--- src/rtl/raster_frame_sequencer.sv ---
// raster_frame_sequencer: per-frame clear, triangle gating, drain and swap control.
// Optional drain watchdog: define RASTER_SEQ_WATCHDOG_EN.
module raster_frame_sequencer #(
   parameter logic CLEAR_ON_START  = 1'b1,
   parameter int   DRAIN_GUARD     = 2,
   parameter int   COUNT_BITS      = 16,
   parameter int   WATCHDOG_CYCLES = 1048576,
   parameter int   VTX_BITS        = 96
) (
   input  logic                  clk,
   input  logic                  rst,
   input  logic                  frame_start,
   input  logic [VTX_BITS-1:0]   tri_v0,
   input  logic [VTX_BITS-1:0]   tri_v1,
   input  logic [VTX_BITS-1:0]   tri_v2,
   input  logic                  tri_last,
   input  logic                  tri_valid,
   output logic                  tri_ready,
   output logic [VTX_BITS-1:0]   rast_v0,
   output logic [VTX_BITS-1:0]   rast_v1,
   output logic [VTX_BITS-1:0]   rast_v2,
   output logic                  rast_valid,
   input  logic                  rast_ready,
   input  logic                  rast_busy,
   output logic                  clear_req,
   input  logic                  clear_done,
   output logic                  swap_req,
   input  logic                  swap_ack,
   output logic                  frame_active,
   output logic                  frame_done,
   output logic [COUNT_BITS-1:0] tri_count,
   output logic                  error
);

   localparam logic [2:0] S_IDLE   = 3'd0;
   localparam logic [2:0] S_CLEAR  = 3'd1;
   localparam logic [2:0] S_STREAM = 3'd2;
   localparam logic [2:0] S_DRAIN  = 3'd3;
   localparam logic [2:0] S_SWAP   = 3'd4;

   if (DRAIN_GUARD < 1 || DRAIN_GUARD > 15 || WATCHDOG_CYCLES < 1) begin : g_param_check
      $error("raster_frame_sequencer: DRAIN_GUARD or WATCHDOG_CYCLES out of range");
   end

   logic [2:0] state;
   logic [3:0] guard;
   logic       in_stream;
   logic       hs;
   logic       guard_hit;
   logic       wd_hit;

   assign in_stream    = (state == S_STREAM);
   assign rast_valid   = in_stream & tri_valid;
   assign tri_ready    = in_stream & rast_ready;
   assign hs           = rast_valid & rast_ready;
   assign rast_v0      = tri_v0;
   assign rast_v1      = tri_v1;
   assign rast_v2      = tri_v2;
   assign clear_req    = (state == S_CLEAR);
   assign swap_req     = (state == S_SWAP);
   assign frame_active = (state != S_IDLE);
   assign frame_done   = (state == S_SWAP) & swap_ack;

   // Guard is the count of idle cycles already seen; this cycle makes it DRAIN_GUARD.
   assign guard_hit = (state == S_DRAIN) & ~rast_busy
                    & (guard == 4'(DRAIN_GUARD - 1));

`ifdef RASTER_SEQ_WATCHDOG_EN
   localparam int WD_BITS = $clog2(WATCHDOG_CYCLES + 1);

   logic [WD_BITS-1:0] wd_cnt;
   logic               err_q;

   assign wd_hit = (state == S_DRAIN)
                 & (wd_cnt == WD_BITS'(WATCHDOG_CYCLES - 1));
   assign error  = err_q;

   // Held at zero outside DRAIN so every drain starts a fresh timeout.
   always_ff @(posedge clk or posedge rst) begin
      if (rst) begin
         wd_cnt <= '0;
         err_q  <= 1'b0;
      end else begin
         if (state == S_DRAIN)
            wd_cnt <= wd_cnt + WD_BITS'(1);
         else
            wd_cnt <= '0;
         if (wd_hit && !guard_hit)
            err_q <= 1'b1;
      end
   end
`else
   assign wd_hit = 1'b0;
   assign error  = 1'b0;
`endif

   always_ff @(posedge clk or posedge rst) begin
      if (rst) begin
         state     <= S_IDLE;
         guard     <= '0;
         tri_count <= '0;
      end else begin
         unique case (state)
            S_IDLE: begin
               if (frame_start) begin
                  tri_count <= '0;
                  state     <= CLEAR_ON_START ? S_CLEAR : S_STREAM;
               end
            end
            S_CLEAR: begin
               if (clear_done)
                  state <= S_STREAM;
            end
            S_STREAM: begin
               if (hs && tri_count != '1)
                  tri_count <= tri_count + COUNT_BITS'(1);
               if (hs && tri_last) begin
                  guard <= '0;
                  state <= S_DRAIN;
               end
            end
            S_DRAIN: begin
               guard <= rast_busy ? 4'd0 : guard + 4'd1;
               if (guard_hit || wd_hit)
                  state <= S_SWAP;
            end
            S_SWAP: begin
               if (swap_ack)
                  state <= S_IDLE;
            end
            default: state <= S_IDLE;
         endcase
      end
   end

endmodule

--- config.mk ---
export PLATFORM = sky130hd
export DESIGN_NAME = raster_frame_sequencer
export DESIGN_NICKNAME = d
export VERILOG_FILES = /design/src/rtl/raster_frame_sequencer.sv
export SDC_FILE = /design/constraint.sdc
export NUM_CORES = 1
export LEC_CHECK = 0
export ABC_AREA = 0
export BUFFER_PORTS_ARGS = -buffer_cell sky130_fd_sc_hd__buf_4
export CAP_MARGIN = 20
export CORE_AREA = 3 3 235 237
export DETAILED_ROUTE_END_ITERATION = 10
export DIE_AREA = 0 0 238 240
export PLACE_DENSITY = 0.3
export SYNTH_ARGS = -nofsm -noshare
export SYNTH_HDL_FRONTEND = slang
export SYNTH_SLANG_ARGS = --single-unit
--- constraint.sdc ---
create_clock -name clk -period 1.95 [get_ports clk]
set_input_delay 0.0975 -clock clk [delete_from_list [all_inputs] [get_ports clk]]
set_output_delay 0.0975 -clock clk [all_outputs]
set_load 0.005 [all_outputs]
Yosys cells after proc, flatten, opt, wreduce, memory -nomap -nowiden
Index checks and enable logic that the tools add are counted.

Register bits after elaboration: 23. Bits of input ports: 297. Output and inout port bits: 311. Logic and storage cells: 45.

$add $sub $neg: 2. Equal/unequal tests: 12. Multiplexer cells: 12. Bitwise logic cells: 7. Reductions and logical operators: 9.

Operators with widths (count): $mux 16 (2); $pmux 16 s2 (1); $add 16x1->16 const B (1); $ne 16x16->1 const B (1); $mux 3 (5); $pmux 3 s5 (1); $mux 4 (2); $ne 2x1->1 const B (4); $pmux 4 s2 (1); $and 1x1->1 (6); $eq 3x2->1 const B (2); $reduce_and 5->1 (1); $add 4x1->4 const B (1); $eq 4x1->1 const B (1); $ne 2x2->1 const B (2); $reduce_bool 2->1 (2); $eq 3x1->1 const B (1); $eq 3x3->1 const B (1); $logic_not 3->1 (1); $reduce_and 3->1 (1); $reduce_bool 3->1 (1); $logic_and 1x1->1 (2); $reduce_and 2->1 (1); $not 1->1 (1).

Longest topological paths before layout
Word-level depth: 6. Mapped depth: 7. Gate-level depth less buffers: 6.

Least setup slack after synthesis
Ideal clock, no wire load.

Path type: flip-flop to flip-flop. Start: register tri_count[0]. End: register tri_count[1]. Setup time: 0.120 ns. Arrival: 1.792 ns. Data required time: 1.830 ns. Setup slack: 0.038 ns. Stages on the path, launching flop included: 7. Path buffers: 1. Path through: dfrtp_1 ha_1 nand3_1 or4_4 buf_6 and3_4 a31o_1.

Cells in the longest elaborated chain, start to end: 4.

Ends and longest elaborated chain: start, declared (RTL line 31) `output logic [COUNT_BITS-1:0] tri_count,`; start signal, assigned (RTL line 116) `tri_count <= tri_count + COUNT_BITS'(1);`; branches (longest 4 deep; another with $add 16x1->16).

Parallel ways; which one is timed is not known. The select of a mux whose other input is x is not followed. A chain may end at the register's enable or synchronous reset.

Final worst setup path
Start: register tri_count[0]. End: register tri_count[11].

Same word-level chain as after synthesis.

==> results.py <==
metrics = {
    "critical_path": {
        "cp.arrival_ps": 1940,
        "worstSetupEndpointType": "flop",
        "path_class": "flop to flop",
        "r2r_end": "tri_count[11]",
        "worst_setup_path_start_kind": "flop",
        "critPathRequiredTime_ps": 2110,
        "reg2reg_slack_ps": 170,
        "r2r_cells": 6,
        "critPathMaxFanout": 6,
        "timing.rr.start": "tri_count[0]",
    },
    "pwr": {
        "vdd_drop_max_uv": 226,
        "p_comb_share_pct": 47.1,
        "p_seq_share_pct": 30.2,
        "clkPwrFrac_pct": 22.7,
        "p_leak_nw": 0.917,
        "powerDensity_mw_per_mm2": 821,
        "internal-power_mw": 1.37,
        "p_sw_share_pct": 40.2,
        "net-switching-power_mw": 0.919,
    },
    "yosys": {
        "synth-seq-cells": 23,
        "yosys.area.top_type_share_pct": 61.1,
        "async_flop_share_pct": 100,
        "netlist_area_mm2": 0.00356,
        "yosysWarnings": 0,
        "synth_area_leader_cell": "buf_4",
        "yosysUniqueCellTypes": 48,
        "synth_area_leaders": "buf_4 (61%), dfrtp_1 (16%), a31oi_1 (2.6%)",
        "synth-main-ff-cell": "dfrtp_1",
        "synth-edff-count": 0,
        "syn_nets": 742,
        "ys_seq_area_share_pct": 16.2,
        "synth_cells": 442,
        "syn_avg_cell_area_um2": 8.06,
    },
    "route": {
        "drtIter0Drc": 40,
        "ant_nets": 0,
        "drcViolationCount": 0,
        "viasPerCell": 2.09,
        "wl_um": 12300,
        "dr.pass1.iters": 4,
        "post_drt_wl_per_cell_um": 13.5,
        "vias": 1901,
    },
    "die": {
        "fp.dieH_um": 240,
        "rows": 85,
        "die_w_um": 238,
        "initial_core_util_pct": 6.66,
        "io-pin-count": 608,
        "dieArea_mm2": 0.0571,
        "core_area_mm2": 0.0535,
    },
    "clock_network": {
        "cts-root-buf": "clkbuf_16",
        "path_clk_slew_ps": 80,
        "numCtsBuffers": 3,
        "cts.path.max_buffers": 2,
        "ctsHoldBuffers": 1,
        "ctsHtreeMaxLevel": 1,
        "cts_tree": "done",
        "clock_latency_ps": 280,
        "cts_setup_buffers": 0,
        "clock-sinks": 23,
        "post_cts_resized": 0,
    },
    "final_layout": {
        "drive_above_1_share_pct": 35.0,
        "syn2layout_area_growth_pct": -21.8,
        "diodes": 0,
        "multi_input_area_um2": 741,
        "seqCellArea_um2": 576,
        "n_fill_cell": 6338,
        "fin_cells": 910,
        "fin_nets": 515,
    },
    "sta": {
        "period_share_pct": 91.3,
        "tns_ps": 0,
        "final_max_slew_viol_count": 0,
        "setup_viol": 0,
        "worst_pin_slew_ps": 574,
        "clock_skew_ps": 9.57,
        "min_period_ps": 1780,
        "timing.slew.headroom_pct": 61.2,
        "rsz0062_at_grt": "no",
        "fmax_mhz": 562,
        "final_hold_viol_count": 0,
    },
    "global_routing": {
        "grt_max_degree": 24,
        "grt_pass1_vias": 1982,
        "grt_use_total_pct": 4.06,
        "grt_pass1_wl_um": 15800,
        "antenna_found_initial": 0,
        "grt_overflow": 0,
    },
    "place": {
        "dpl.cell_count": 905,
        "gp_congestion": 0.651,
        "dp_hpwl_um": 10000,
        "port_buffers": 30,
    },
    "hold_path": {
        "whs_endpoint": "state[2]",
        "min_from": "swap_ack",
        "hold_class": "input pin to flop",
        "hold_path_depth": 2,
    },
    "run_status": {
        "status": "finished, final reports clean",
    },
    "flow_run": {
        "drv_cap": 0,
    },
}
-- area by class of cell --
class                           count  share of cell area [%]
Multi-Input combinational cell    114                    26.6
Clock buffer                        3                    2.70
Timing Repair Buffer               64                    17.3
Tap cell                          696                    31.3
Inverter                            9                    1.21
Sequential cell                    23                    20.7
Clock inverter                      1                   0.180
-- power by group through the flow --
stage               Combinational [mW]  Clock (mW)  Sequential (mW)
global route                      1.22       0.566            0.710
floorplan                        0.953           0            0.713
finish                            1.08       0.519            0.690
CTS                               1.12       0.556            0.693
detailed placement                1.12           0            0.702
global placement                  1.13           0            0.706
-- cell usage in the layout (no fill, tap or decap), types with 2 or more instances in the layout --
| cell | netlist | layout |
|---|---|---|
| nor3b_1 | 2 | 2 |
| a31oi_1 | 15 | 15 |
| nor4_1 | 2 | 2 |
| nand3_1 | 11 | 11 |
| nand2b_1 | 3 | 3 |
| nor3_1 | 5 | 5 |
| mux2i_1 | 2 | 2 |
| clkbuf_16 | 0 | 3 |
| xor2_1 | 2 | 2 |
| nand2_1 | 13 | 13 |
| dfrtp_1 | 23 | 23 |
| nor2_1 | 6 | 6 |
| nand4_1 | 3 | 3 |
| inv_1 | 9 | 9 |
| a21oi_1 | 3 | 3 |
| ha_1 | 3 | 3 |
| o211ai_1 | 4 | 4 |
| buf_4 | 290 | 63 |
| or4_2 | 2 | 2 |
| o21ai_0 | 9 | 9 |
| nor2b_1 | 2 | 2 |
| and3_1 | 2 | 2 |
| and2_1 | 3 | 3 |
-- cells by family (layout without fill, tap and decap cells) --
logic type / after synthesis / in the layout / synth area share (%)
simple gates: 63 / 63 / 10.7
other cells: 1 / 1 / 0.105
xor+xnor: 2 / 2 / 0.492
flops: 23 / 23 / 16.2
fa+ha+maj: 3 / 3 / 1.05
mux: 2 / 2 / 0.562
buf+inv: 305 / 77 / 63.0
compound gates: 43 / 43 / 7.87
-- sequential cells by signal, indices dropped and copies added (netlist names) --
signal	count
tri_count	16
guard	4
state	3
-- metal layers --
layer | up-vias | part of all wire [%] | track usage (%)
li1 | 696 | - | -
met1 | 800 | 29 | 3.45
met2 | 282 | 39 | 5.22
met3 | 123 | 20 | 3.75
met4 | 0 | 12 | 4.64
met5 | - | 0 | 0
-- cells in the mapped netlist, types with 2 or more instances --
master and number:
nor2_1 6, nor2b_1 2, and3_1 2, ha_1 3, nor4_1 2, a31oi_1 15, buf_2 2, mux2i_1 2
clkbuf_1 2, nand2b_1 3, or4_2 2, nor3_1 5, nand4_1 3, dfrtp_1 23, xor2_1 2, o211ai_1 4
a21oi_1 3, o21ai_0 9, and2_1 3, buf_4 290, nand2_1 13, nand3_1 11, inv_1 9, nor3b_1 2
-- stage by stage --
| stage | power, mW | hold slack (ps) | worst slack (ps) | instance area, um^2 | utilization [%] |
|---|---|---|---|---|---|
| after floorplan | 1.67 | 99.4 | 38.2 | 3560 | - |
| after global placement | 1.84 | 195 | 169 | 2690 | 5.04 |
| after detailed placement | 1.82 | 195 | 171 | 2690 | 5.04 |
| after CTS | 2.37 | 2.04 | 142 | 2780 | 5.20 |
| after global routing | 2.49 | 31.4 | 31.9 | 2780 | 5.20 |
| final | 2.28 | 15.3 | 169 | 2780 | 5.20 |
-- worst max-delay path, cell delays in order, from the launching register on --
cell and delay (ps):
dfrtp_1 360, ha_1 170, nand3_1 130, or4_4 610, buf_4 180, a31oi_1 160, a31oi_1 50
-- how the worst max path moves through the flow --
| stage | startpoint | slack [ps] | depth (start not counted) | endpoint |
|---|---|---|---|---|
| after floorplan | tri_count[0] | 40 | 6 | tri_count[1] |
| after global placement | tri_count[0] | 170 | 6 | tri_count[11] |
| after detailed placement | tri_count[0] | 170 | 6 | tri_count[11] |
| after CTS | tri_count[0] | 140 | 6 | tri_count[11] |
| after global routing | tri_count[0] | 30 | 6 | tri_count[10] |
| final | tri_count[0] | 170 | 6 | tri_count[11] |
Power figures use the tool's default switching activity.
